`src/rtl/rail_monitor_pkg.sv`:
```
// Shared types and constants for the rail supervisor: sample type, channel count,
// alarm debounce states and the channel-index width helper.
package rail_monitor_pkg;

    localparam int unsigned RAIL_DATA_W = 16;
    localparam int unsigned RAIL_NUMCH  = 5;

    typedef logic [RAIL_DATA_W-1:0] rail_sample_t;

    typedef enum logic [1:0] {
        ALM_IDLE,
        ALM_ARMING,
        ALM_ACTIVE,
        ALM_RECOVER
    } rail_alm_state_t;

    // A single channel still needs a one-bit index port.
    function automatic int unsigned chan_w(input int unsigned n);
        return (n > 1) ? $clog2(n) : 1;
    endfunction

endpackage

```
`src/rtl/rail_channel_avg.sv`:
```
// Per-channel block averager with a one-deep overwrite mailbox (hold/pend/ovr)
// and debounced over/under-voltage alarm state machines.
module rail_channel_avg
    import rail_monitor_pkg::*;
#(
    parameter int unsigned DATA_W   = RAIL_DATA_W,
    parameter int unsigned AVG_LOG2 = 4,
    parameter int unsigned DEB_CNT  = 3
) (
    input  logic              clk_i,
    input  logic              rst_i,
    input  logic [DATA_W-1:0] data_i,
    input  logic              valid_i,
    input  logic [DATA_W-1:0] ov_thresh_i,
    input  logic [DATA_W-1:0] uv_thresh_i,
    input  logic              take_i,
    output logic [DATA_W-1:0] hold_o,
    output logic              pend_o,
    output logic              ovr_o,
    output logic              ov_alarm_o,
    output logic              uv_alarm_o,
    output logic              ov_rise_o,
    output logic              uv_rise_o
);

    localparam int unsigned CW = $clog2(DEB_CNT + 1);

    logic              evt;
    logic [DATA_W-1:0] avg;

    generate
        if (AVG_LOG2 == 0) begin : g_pass
            assign evt = valid_i;
            assign avg = data_i;
        end else begin : g_acc
            localparam int unsigned AW = DATA_W + AVG_LOG2;
            logic [AW-1:0]       acc_q, acc_d, sum;
            logic [AVG_LOG2-1:0] cnt_q, cnt_d;

            always_comb begin
                sum   = acc_q + AW'(data_i);
                acc_d = acc_q;
                cnt_d = cnt_q;
                if (valid_i) begin
                    cnt_d = cnt_q + AVG_LOG2'(1);
                    acc_d = (cnt_q == '1) ? '0 : sum;
                end
            end

            assign evt = valid_i && (cnt_q == '1);
            assign avg = DATA_W'(sum >> AVG_LOG2);

            always_ff @(posedge clk_i) begin
                if (rst_i) begin
                    acc_q <= '0;
                    cnt_q <= '0;
                end else begin
                    acc_q <= acc_d;
                    cnt_q <= cnt_d;
                end
            end
        end
    endgenerate

    logic [DATA_W-1:0] hold_q;
    logic              pend_q, ovr_q;

    // A new average landing in the cycle the old one is taken is not an overrun.
    always_ff @(posedge clk_i) begin
        if (rst_i) begin
            hold_q <= '0;
            pend_q <= 1'b0;
            ovr_q  <= 1'b0;
        end else if (evt) begin
            hold_q <= avg;
            pend_q <= 1'b1;
            if (pend_q && !take_i) begin
                ovr_q <= 1'b1;
            end else if (take_i) begin
                ovr_q <= 1'b0;
            end
        end else if (take_i) begin
            pend_q <= 1'b0;
            ovr_q  <= 1'b0;
        end
    end

    assign hold_o = hold_q;
    assign pend_o = pend_q;
    assign ovr_o  = ovr_q;

    logic [1:0] cond, alarm, rise;
    assign cond[0] = avg > ov_thresh_i;
    assign cond[1] = avg < uv_thresh_i;

    for (genvar k = 0; k < 2; k++) begin : g_alm
        rail_alm_state_t st_q;
        logic [CW-1:0]   deb_q, rec_q, deb_inc, rec_inc;
        logic            al_q;

        assign deb_inc = deb_q + CW'(1);
        assign rec_inc = rec_q + CW'(1);
        assign rise[k] = evt && cond[k] && (st_q == ALM_IDLE || st_q == ALM_ARMING)
                         && (deb_inc >= CW'(DEB_CNT));
        assign alarm[k] = al_q;

        always_ff @(posedge clk_i) begin
            if (rst_i) begin
                st_q  <= ALM_IDLE;
                deb_q <= '0;
                rec_q <= '0;
                al_q  <= 1'b0;
            end else if (evt) begin
                unique case (st_q)
                    ALM_IDLE, ALM_ARMING: begin
                        if (cond[k]) begin
                            deb_q <= deb_inc;
                            if (deb_inc >= CW'(DEB_CNT)) begin
                                st_q  <= ALM_ACTIVE;
                                al_q  <= 1'b1;
                                rec_q <= '0;
                            end else begin
                                st_q <= ALM_ARMING;
                            end
                        end else begin
                            deb_q <= '0;
                            st_q  <= ALM_IDLE;
                        end
                    end
                    ALM_ACTIVE, ALM_RECOVER: begin
                        if (cond[k]) begin
                            rec_q <= '0;
                            st_q  <= ALM_ACTIVE;
                        end else begin
                            rec_q <= rec_inc;
                            if (rec_inc >= CW'(DEB_CNT)) begin
                                st_q  <= ALM_IDLE;
                                al_q  <= 1'b0;
                                deb_q <= '0;
                            end else begin
                                st_q <= ALM_RECOVER;
                            end
                        end
                    end
                    default: st_q <= ALM_IDLE;
                endcase
            end
        end
    end

    assign ov_alarm_o = alarm[0];
    assign uv_alarm_o = alarm[1];
    assign ov_rise_o  = rise[0];
    assign uv_rise_o  = rise[1];

endmodule

```
`src/rtl/rail_monitor.sv`:
```
// Multi-channel rail supervisor: per-channel averagers/alarms, round-robin output
// arbiter with a registered valid/ready port, and sticky fault bits.
module rail_monitor
    import rail_monitor_pkg::*;
#(
    parameter int unsigned NUMCH    = RAIL_NUMCH,
    parameter int unsigned DATA_W   = RAIL_DATA_W,
    parameter int unsigned AVG_LOG2 = 4,
    parameter int unsigned DEB_CNT  = 3
) (
    input  logic                         sclk,
    input  logic                         rst,
    input  logic [NUMCH-1:0][DATA_W-1:0] in_data,
    input  logic [NUMCH-1:0]             in_valid,
    input  logic [NUMCH-1:0][DATA_W-1:0] ov_thresh,
    input  logic [NUMCH-1:0][DATA_W-1:0] uv_thresh,
    input  logic [NUMCH-1:0]             fault_clr,
    output logic [DATA_W-1:0]            avg_data,
    output logic [chan_w(NUMCH)-1:0]     avg_chan,
    output logic                         avg_ovr,
    output logic                         avg_valid,
    input  logic                         avg_ready,
    output logic [NUMCH-1:0]             ov_alarm,
    output logic [NUMCH-1:0]             uv_alarm,
    output logic [NUMCH-1:0]             fault_sticky
);

    localparam int unsigned CHW = chan_w(NUMCH);

    logic [NUMCH-1:0][DATA_W-1:0] hold;
    logic [NUMCH-1:0]             pend, ovr, take, ov_rise, uv_rise;

    for (genvar i = 0; i < NUMCH; i++) begin : g_ch
        rail_channel_avg #(
            .DATA_W   (DATA_W),
            .AVG_LOG2 (AVG_LOG2),
            .DEB_CNT  (DEB_CNT)
        ) u_ch (
            .clk_i       (sclk),
            .rst_i       (rst),
            .data_i      (in_data[i]),
            .valid_i     (in_valid[i]),
            .ov_thresh_i (ov_thresh[i]),
            .uv_thresh_i (uv_thresh[i]),
            .take_i      (take[i]),
            .hold_o      (hold[i]),
            .pend_o      (pend[i]),
            .ovr_o       (ovr[i]),
            .ov_alarm_o  (ov_alarm[i]),
            .uv_alarm_o  (uv_alarm[i]),
            .ov_rise_o   (ov_rise[i]),
            .uv_rise_o   (uv_rise[i])
        );
    end

    logic [CHW-1:0]    last_q, win;
    logic              found;
    int unsigned       idx;
    logic [DATA_W-1:0] data_q;
    logic [CHW-1:0]    chan_q;
    logic              ovr_q, valid_q;
    logic [NUMCH-1:0]  sticky_q;

    always_comb begin
        win   = last_q;
        found = 1'b0;
        idx   = 0;
        take  = '0;
        for (int unsigned k = 1; k <= NUMCH; k++) begin
            idx = 32'(last_q) + k;
            if (idx >= NUMCH) begin
                idx = idx - NUMCH;
            end
            if (!found && pend[idx]) begin
                found = 1'b1;
                win   = CHW'(idx);
            end
        end
        if (avg_ready && found) begin
            take[win] = 1'b1;
        end
    end

    // The output slot only reloads while downstream is ready, so a stalled beat
    // stays put and averages completing meanwhile collapse in the channel mailbox.
    always_ff @(posedge sclk) begin
        if (rst) begin
            data_q   <= '0;
            chan_q   <= '0;
            ovr_q    <= 1'b0;
            valid_q  <= 1'b0;
            last_q   <= '0;
            sticky_q <= '0;
        end else begin
            sticky_q <= (sticky_q & ~fault_clr) | ov_rise | uv_rise;
            if (avg_ready) begin
                valid_q <= found;
                if (found) begin
                    data_q <= hold[win];
                    chan_q <= win;
                    ovr_q  <= ovr[win];
                    last_q <= win;
                end
            end
        end
    end

    assign avg_data     = data_q;
    assign avg_chan     = chan_q;
    assign avg_ovr      = ovr_q;
    assign avg_valid    = valid_q;
    assign fault_sticky = sticky_q;

endmodule
```
`config.mk`:
```
export PLATFORM = sky130hd
export DESIGN_NAME = rail_monitor
export DESIGN_NICKNAME = d
export VERILOG_FILES = /design/src/rtl/rail_monitor_pkg.sv /design/src/rtl/rail_channel_avg.sv /design/src/rtl/rail_monitor.sv
export SDC_FILE = /design/constraint.sdc
export NUM_CORES = 1
export LEC_CHECK = 0
export CORE_MARGIN = 10
export CORE_UTILIZATION = 60
export DETAILED_ROUTE_END_ITERATION = 8
export GPL_TIMING_DRIVEN = 0
export PLACE_DENSITY = 0.86
export SKIP_LAST_GASP = 1
export SLEW_MARGIN = 20
export SYNTH_ARGS = -nofsm -noshare
export SYNTH_HDL_FRONTEND = slang
export SYNTH_SLANG_ARGS = --single-unit
```
`constraint.sdc`:
```
create_clock -name sclk -period 17.32 [get_ports sclk]
set_input_delay 2.598 -clock sclk [delete_from_list [all_inputs] [get_ports sclk]]
set_output_delay 2.598 -clock sclk [all_outputs]
set_load 0.01 [all_outputs]
```
### Word-level counts from Yosys, hierarchy flattened

Index checks and enable logic that the tools add are counted.
W data, S select, Z words.

* add/subtract/negate cells: 40
* order comparisons: 42
* equality and inequality tests: 75
* mux-type cells: 242
* bitwise logic cells: 4
* reductions and logical operators: 131

Operators with widths (number)
* $mux W2: 100
* $lt A32 B4 Y1 const B: 5
* $mux W32: 5
* $pmux W2 S2: 30
* $add A20 B16 Y20: 5
* $mux W20: 5
* $gt A16 B16 Y1: 5
* $lt A16 B16 Y1: 5
* $mux W1: 77
* $ne A2 B1 Y1 const B: 30
* $reduce_and A3 Y1: 20
* $reduce_and A5 Y1: 10
* $bmux W16 S3: 1
* $logic_and A1 B1 Y1: 46
* $add A2 B1 Y2 const B: 20
* $eq A2 B2 Y1 const B: 20
* $ge A2 B2 Y1 const B: 20
* $reduce_or A2 Y1: 20
* $sub A4 B3 Y5 const B: 5
* $add A4 B1 Y4 const B: 5
* $eq A2 B1 Y1 const B: 10
* $eq A4 B4 Y1 const B: 5
* $ge A4 B3 Y1 const B: 5
* $logic_not A2 Y1: 10
* other kinds (19): 70

* register bits after elaboration: 306
* input bits: 253
* output and inout port bits: 36

### Longest topological paths before layout

Gate-level depths: netlist of the first run.

* depth after elaboration: 27
* depth in mapped cells: 24

### By module

From an unflattened synthesis of the first run, not the netlist that was laid out.

* cells, all modules: 2725
* area total of the unflattened synthesis: 21966.1 um2

By module, submodules not included
* rail_channel_avg at g_ch[1].u_ch ...: times used 2, cells an instance 456, area an instance 3697.3 um2, sequential area each 1081.0 um2
* rail_channel_avg at g_ch[4].u_ch: times used 1, cells an instance 512, area an instance 3985.1 um2, sequential area each 1081.0 um2
* rail_channel_avg at g_ch[0].u_ch: times used 1, cells an instance 479, area an instance 3885.0 um2, sequential area each 1081.0 um2
* rail_channel_avg at g_ch[3].u_ch: times used 1, cells an instance 462, area an instance 3723.6 um2, sequential area each 1081.0 um2
* rail_monitor: times used 1, cells an instance 360, area an instance 2977.9 um2, sequential area each 520.5 um2

### Least setup slack after synthesis of the first run

OpenSTA, ideal clock, no wires.

* kind: input to register
* start point: in in_data[0] (netlist bit)
* end point: reg g_ch[0].u_ch.g_alm[1].al_q
* arrival time: 7.119 ns
* required time: 17.225 ns
* slack: 10.106 ns
* cell stages on the path: 19
* cell sequence: ha_1 fa_1 a21oi_1 o21bai_1 a2111oi_0 o31ai_1 o41ai_1 o21ai_0 xor2_1 ha_1 a21o_1 a21o_1 a21o_1 a21o_1 a21oi_1 nor2b_1 a2111oi_1 nor2_1 a221oi_1

* cells in the longest elaborated chain, start to end: 4
* elaborated cells between the ends (all ways): 5

RTL lines
* from (decl): line rail_monitor.sv:13 `input logic [NUMCH-1:0][DATA_W-1:0] in_data,`
* $add A20 B16 Y20 (*): line rail_channel_avg.sv:41 `sum = acc_q + AW'(data_i);`
* via g_ch[0].u_ch.g_acc.sum[14]: line rail_channel_avg.sv:37 `logic [AW-1:0] acc_q, acc_d, sum;`
* $lt A16 B16 Y1 (*): line rail_channel_avg.sv:94 `assign cond[1] = avg < uv_thresh_i;`
* $ne A2 B2 Y1 (no source line) / $ne A2 B1 Y1 (equally long branches)
* $reduce_and A5 Y1 (no source line) (*)
* to (signal assigned): line rail_channel_avg.sv:112 `al_q <= 1'b0;`
* to (signal assigned): line rail_channel_avg.sv:120 `al_q <= 1'b1;`
* to (signal assigned): line rail_channel_avg.sv:138 `al_q <= 1'b0;`
* to (decl): line rail_channel_avg.sv:99 `logic al_q;`

Mark *: on every way through the listed nets, which the timed path passes. The rest lies on a longest branch.
A chain may end at the register's enable or synchronous reset.

### Final worst setup path of the first run

* start point: in in_data[0] (netlist bit)
* end point: reg sticky_q[0], in the netlist fault_sticky[0]

* cells in the longest elaborated chain, start to end: 7
* elaborated cells between the ends (all ways): 11

RTL lines
* $add A20 B16 Y20 (*): line rail_channel_avg.sv:41
* via g_ch[0].u_ch.g_acc.sum[18]: line rail_channel_avg.sv:37
* $gt A16 B16 Y1: line rail_channel_avg.sv:93 `assign cond[0] = avg > ov_thresh_i;`
* $logic_and A1 B1 Y1 (2 in a row): line rail_channel_avg.sv:103 `assign rise[k] = evt && cond[k] && (st_q == ALM_IDLE || st_q == ALM_ARMING)`
* $logic_and A1 B1 Y1: line rail_channel_avg.sv:104 `&& (deb_inc >= CW'(DEB_CNT));`
* $or A5 B5 Y5: line rail_monitor.sv:95 `sticky_q <= (sticky_q & ~fault_clr) | ov_rise | uv_rise;`
* $or A5 B5 Y5 (*): line rail_monitor.sv:95
* to (signal assigned): line rail_monitor.sv:95
* to (decl): line rail_monitor.sv:62 `logic [NUMCH-1:0] sticky_q;`

Marked as above.

==> results of run 1 <==
registers in the layout (all words and copies together), names as in the netlist:
| register | flops |
|---|---|
| g_ch.u_ch.hold_o | 80 |
| avg_ovr | 1 |
| g_ch.u_ch.pend_o | 5 |
| g_ch.u_ch.g_alm.st_q | 10 |
| fault_sticky | 5 |
| avg_chan | 3 |
| avg_valid | 1 |
| avg_data | 16 |
| g_ch.u_ch.g_alm.deb_q | 20 |
| g_ch.u_ch.g_acc.cnt_q | 20 |
| g_ch.u_ch.ov_alarm_o | 5 |
| g_ch.u_ch.g_acc.acc_q | 100 |
| g_ch.u_ch.ovr_o | 5 |
| g_ch.u_ch.g_alm.rec_q | 20 |
| g_ch.u_ch.uv_alarm_o | 5 |
cells in the final DEF, fill, tap and decap left out, types with 56 or more instances in the layout:
master,netlist,layout
a21o_1,98,98
o21ai_0,94,94
ha_1,270,270
dfxtp_1,296,296
a22oi_1,65,65
xnor2_1,66,66
nand2_1,204,204
nand3_1,56,56
a21oi_1,204,204
inv_1,255,255
nor2_1,247,247
clkbuf_1,93,100
clkdlybuf4s50_1,0,288
final timing paths:
| kind | startpoint | endpoint | slack (ps) | cells after the start |
|---|---|---|---|---|
| max | in_data[0] | fault_sticky[0] | 9030 | 22 |
| min | g_ch[4].u_ch.hold_o[6] | g_ch[4].u_ch.hold_o[6] | 460 | 2 |
| max reg2reg | g_ch[0].u_ch.g_acc.acc_q[0] | fault_sticky[0] | 11260 | 21 |
| min reg2reg | g_ch[4].u_ch.hold_o[6] | g_ch[4].u_ch.hold_o[6] | 460 | 2 |
layer usage:
layer,vias to the layer above,GRT usage [%],routed length [um]
li1,10100,-,-
met4,0,13.8,3080
met2,970,52.8,33400
met5,-,0,0
met3,209,4.99,5670
met1,10000,37.3,28600
critical path, cell delays in order:
cell and delay (ps):
clkdlybuf4s50_1 430, ha_1 240, fa_1 410, a21oi_1 140, o21bai_1 120, a2111oi_0 660, o31ai_1 210, o41ai_1 460
o21ai_0 300, a31oi_1 410, nand3b_1 230, xnor2_1 200, ha_1 360, nand4_1 120, nor2_1 200, a21oi_1 90
o211a_1 150, a21o_1 180, a31oi_1 470, nor3b_1 450, a21oi_1 130, a21oi_1 180
synthesized netlist by cell type, types with 8 or more instances:
cell type / n
dfxtp_1: 296
a31oi_1: 26
and3_1: 18
nand4_1: 41
o211ai_1: 21
o21a_1: 33
and4_1: 8
xor2_1: 30
buf_2: 9
nand2b_1: 20
a2bb2oi_1: 18
nor2_1: 247
a211oi_1: 28
o21ai_1: 10
o31ai_1: 18
a2111oi_0: 8
nand3_1: 56
and2_1: 22
buf_4: 12
nand3b_1: 10
mux2i_1: 47
a22oi_1: 65
or3_1: 23
a21o_1: 98
o21bai_1: 11
ha_1: 270
o32ai_1: 16
nand2_1: 204
inv_1: 255
nor3_1: 45
or2_2: 9
o21ai_2: 11
a31o_2: 14
a21oi_1: 204
xnor2_1: 66
nor4_1: 11
nor2b_1: 27
o21ai_0: 94
clkbuf_1: 93
per-stage QoR:
| step | setup slack (ps) | instance area, um^2 | instances |
|---|---|---|---|
| global placement | 8710 | 24700 | 3387 |
| finish | 9030 | 25800 | 3446 |
| detailed placement | 8620 | 24700 | 3387 |
| CTS | 9070 | 25800 | 3445 |
| floorplan | 10110 | 21200 | 2644 |
| global route | 8680 | 25800 | 3446 |
logic make-up after synthesis:
kind of cell	count (synthesis)	synth area share (%)
compound gates	778	24.9
xor+xnor	97	4.04
fa+ha+maj	275	16.4
buf+inv	383	7.27
flops	296	27.9
mux	52	2.53
simple gates	763	16.9
power by group:
group	switching (mW)	internal, mW	total [mW]	leakage, nW
clock	0.286	0.411	0.697	0.533
combinational	0.558	0.400	0.957	8.47
sequential	0.0249	0.713	0.738	2.40
total	0.868	1.52	2.39	11.4
area by class of cell:
class                      instances  area, um^2  share of cell area, %
clock buffer                      48         985                   3.82
clock inverter                    10        82.6                  0.321
inverter                         257         965                   3.74
sequential                       296        5930                   23.0
timing repair buffer             288        2880                   11.2
antenna                            1        2.50                0.00971
tap                              455         569                   2.21
buffer                           126         579                   2.25
multi-input combinational       1965       13800                   53.5
==> qor.yml, run 1 <==
status: "finished, final reports clean"
finalHoldViolCount: 0
die_x_um: 208
clk_path_buf_depth: 3
synth_edf_count: 0
total_power_mw: 2.39
min_period_ps: 8290
io_buffers: 288
clk_latency_ps: 520
synth.distinct_cells: 92
io_pins: 289
drtIter0Drc: 1632
globalplace.congestion: 0.995
viasPerCell: 6.19
ctsRootBufferMaster: "clkbuf_16"
critPathLaunchType: "primary input"
maxSlewHeadroom_pct: 24.4
cts_tree: "done"
antenna_found_initial: 1
end_kind: "register"
syn_area_per_cell_um2: 8.03
peakVddDrop_uv: 93.8
firstDrtPassIters: 6
fin_nets: 3496
start_util_pct: 61.2
ctsResizeCount: 0
synth_async_sr_flop_share_pct: 0
synth-seq-area-share_pct: 27.9
synth_flop_cell: "dfxtp_1"
p_per_area_mw_per_mm2: 92.8
syn_inst: 2644
fin_crit_sh_pct: 47.9
synthTopCellsByArea: "dfxtp_1 28%, ha_1 16%, a21oi_1 4.8%, inv_1 4.5%, nor2_1 4.4%"
netlist_area_mm2: 0.0212
vias: 21300
worstSetupPathType: "in -> reg"
cp.arrival_ps: 8710
postRouteAntennaNets: 0
die_y_um: 208
power_leakage_nw: 11.4
path_clk_slew_ps: 60
path_max_fanout: 7
final_util_pct: 74.2
grt_pass1_wl_um: 111000
grt_usage_pct: 30.9
remaining_drc_errors: 0
yosysWarnings: 0
crit_required_ps: 17740
routed_wl_um: 70700
overflow: 0
cts_hold_buf: 0
nFillCells: 2650
grt_max_degree: 14
min_path_type: "reg -> reg"
wl_per_cell_um: 20.5
max_slew.worst_pin.slew_ps: 1130
dieArea_mm2: 0.0433
hold_slack_ps: 463
rows: 68
yosysTopAreaCell: "dfxtp_1"
cts_setup_buffers: 0
post-dp-hpwl_um: 55200
final_layout_size_suffix_gt1_share_pct: 4.75
fin_setup_tns_ps: 0
syn2layout_area_growth_pct: 21.3
clkSinkCount: 296
rsz0062_at_grt: "no"
grt_pass1_vias: 21300
syn-num-nets: 3172
htree_levels: 2
finalSetupViolCount: 0
core_region_area_mm2: 0.0347
cap_violations: 0
ys_ff_latch: 296
yosysTopAreaCellShare_pct: 27.9
skew_ps: 16.1
final-max-slew-violation-count: 0
cts_buffers: 34
max_freq_mhz: 121
(Power assumes the default switching activity.)
==> run 2: changes to the inputs <==
CORE_UTILIZATION = 51   (was 60)
PLACE_DENSITY = 0.78   (was 0.86)
clock period = 6.7 ns   (was 17.32 ns; I/O delays follow)
==> run 2 against run 1 <==
Net effect:
- first-iteration DRC count rose by 2.6%
- critical path type unchanged
- via count shrank 1.5%
- sequential cell count unchanged
- count of clock-buffer cells in the layout unchanged
- largest cell class unchanged
- clock power increased to 2.8 times the previous value
- core utilization decreased by 11 points
- largest power group unchanged
- combinational power rose to 2.6 times the previous value
- hold slack got worse by 8.3 ps
- final area up 0.78%
- clock skew increased by 3.8 ps
- non-clock buffer count unchanged
- wire length up 0.65%
==> qor.yml, run 2 (same netlist as run 1, synthesis figures left out) <==
pwr-share-comb_pct: 39.2
routed_wl_um: 71200
grt_usage_pct: 27.1
internal-power_mw: 4.04
end_kind: "register"
max_slew.worst_pin.slew_ps: 1130
grt_pass1_wl_um: 111000
max_freq_mhz: 158
critPathLaunchType: "primary input"
die_y_um: 224
crit_top_cell: "a21oi_1"
global_route.usage.met1_pct: 32.7
min_period_ps: 6350
p_sw_mw: 2.27
final_layout_size_suffix_gt1_share_pct: 4.95
rows: 74
dieArea_mm2: 0.0502
core_region_area_mm2: 0.0410
p_per_area_mw_per_mm2: 243
viasPerCell: 5.96
p_seq_share_pct: 30.2
cpPeakStageDelay_ps: 580
top_register: "g_ch.u_ch.g_acc.acc_q"
final_util_pct: 63.3
nFillCells: 3510
cp-startpoint: "in_data[0]"
vias: 21000
antenna_found_initial: 1
fin_setup_tns_ps: 0
cts_tree: "done"
skew_ps: 19.8
remaining_drc_errors: 0
finalSetupViolCount: 0
crit_required_ps: 7120
grt_max_degree: 14
clkSinkCount: 296
gr-usage-met2_pct: 46.9
layout_common_cells: "296 x dfxtp_1, 288 x clkdlybuf4s50_1, 270 x ha_1"
cp.arrival_ps: 6770
ctsResizeCount: 1
cts_setup_buffers: 0
busiest_layer: "met2"
worstSetupPathType: "in -> reg"
diodes: 0
firstDrtPassIters: 6
wl_per_cell_um: 20.2
post-dp-hpwl_um: 56000
cap_violations: 0
htree_levels: 2
syn2layout_area_growth_pct: 22.3
r2r_start: "g_ch[0].u_ch.g_acc.acc_q[0]"
hold_slack_ps: 455
min-delay-start: "g_ch[1].u_ch.uv_alarm_o"
io_pins: 289
stdcell_count: 3524
power_leakage_nw: 11.5
clk_path_buf_depth: 3
io_buffers: 288
final-max-slew-violation-count: 0
min_path_type: "reg -> reg"
final_common_cell: "dfxtp_1"
fin_nets: 3497
crit_family: "compound AO/OA/AOI/OAI gates"
switching_share_pct: 36.0
path_clk_slew_ps: 60
start_util_pct: 51.8
grt_pass1_vias: 21300
globalplace.congestion: 0.939
rsz0062_at_grt: "yes"
postRouteAntennaNets: 0
die_x_um: 224
drtIter0Drc: 1675
path_max_fanout: 7
overflow: 0
fin_crit_sh_pct: 94.7
finalHoldViolCount: 0
slowest_stage: "a2111oi_1"
peakVddDrop_uv: 161
fin_ws_ps: 353
crit_buf_inv: 1
placed_cells: 3464
ctsRootBufferMaster: "clkbuf_16"
status: "finished, final reports clean"
dp_slack_ps: -515
clk_latency_ps: 510
grt_use_met3_pct: 4.52
path_cells: "clkdlybuf4s50_1, ha_1, fa_1, a21oi_1, o21bai_1, a2111oi_1, o31ai_1, o41ai_2, o21ai_0, a31oi_1, nand3b_1, xnor2_1, ha_1, nand4_1, nor2_1, a21oi_1, o211a_1, a21o_1, a31oi_2, nor3b_1, a21oi_1, a21oi_1"
largest_register_ffs: 100
cts_hold_buf: 0
maxSlewHeadroom_pct: 24.9
power_frac_clock_pct: 30.6
cts_buffers: 35
==> run 2: cell count changes in the layout (fill, tap and decap cells not counted), moves of 2 or more <==
cell	before	now
a2111oi_0	8	6
a2111oi_1	0	2
bufinv_16	1	3
clkbuf_16	35	37
clkbuf_8	6	4
o41ai_1	5	3
o41ai_2	0	2
==> run 2: per-stage QoR <==
step	cell area [um^2]	total power, mW
6_report	26000	6.31
5_1_grt	26000	6.64
4_1_cts	25900	6.27
3_5_place_dp	24800	4.35
3_3_place_gp	24800	4.27
2_1_floorplan	21200	3.60
==> run 2: per-layer routing <==
layer  vias to the layer above  part of all wire (%)  wire, um
li1                      10100                     -         -
met1                      9939                    42     29700
met2                       773                    47     33500
met3                       187                   6.9      4920
met4                         2                   4.2      3000
met5                         -                 0.024        17
==> run 2: final timing paths <==
| check | to | slack, ps | cells after the start |
|---|---|---|---|
| worst min-delay path | g_ch[1].u_ch.uv_alarm_o | 460 | 2 |
| worst max register to register | fault_sticky[0] | 1030 | 21 |
| worst min register to register | g_ch[1].u_ch.uv_alarm_o | 460 | 2 |
| worst max-delay path | fault_sticky[0] | 350 | 22 |
==> run 2: layout make-up <==
class | instances | area [um^2] | area share, %
buffer | 126 | 579 | 2.23
clock buffer | 48 | 1010 | 3.88
clock inverter | 12 | 139 | 0.535
inverter | 257 | 965 | 3.72
multi-input combinational | 1965 | 13800 | 53.2
sequential | 296 | 5930 | 22.8
tap | 532 | 666 | 2.56
timing repair buffer | 288 | 2880 | 11.1
==> run 2: tightest hold or removal path, delay by kind of cell, from the launching register on <==
family / cells / cell delay [ps]
flip-flops: 1 / 310
buffers and inverters: 1 / 50
AO/OA/AOI/OAI: 1 / 50
==> run 2: power groups by stage <==
stage	registers [mW]	logic, mW	clock network [mW]
5_1_grt	1.91	2.72	2.01
4_1_cts	1.91	2.43	1.94
3_3_place_gp	1.94	2.33	0
2_1_floorplan	1.93	1.68	0
3_5_place_dp	1.94	2.41	0
6_report	1.91	2.47	1.93
==> run 3: changes to the inputs <==
SLEW_MARGIN = 15   (was 20)
==> results of run 3 <==
The final DEF is identical to that of run 2; final timing and power are the same.
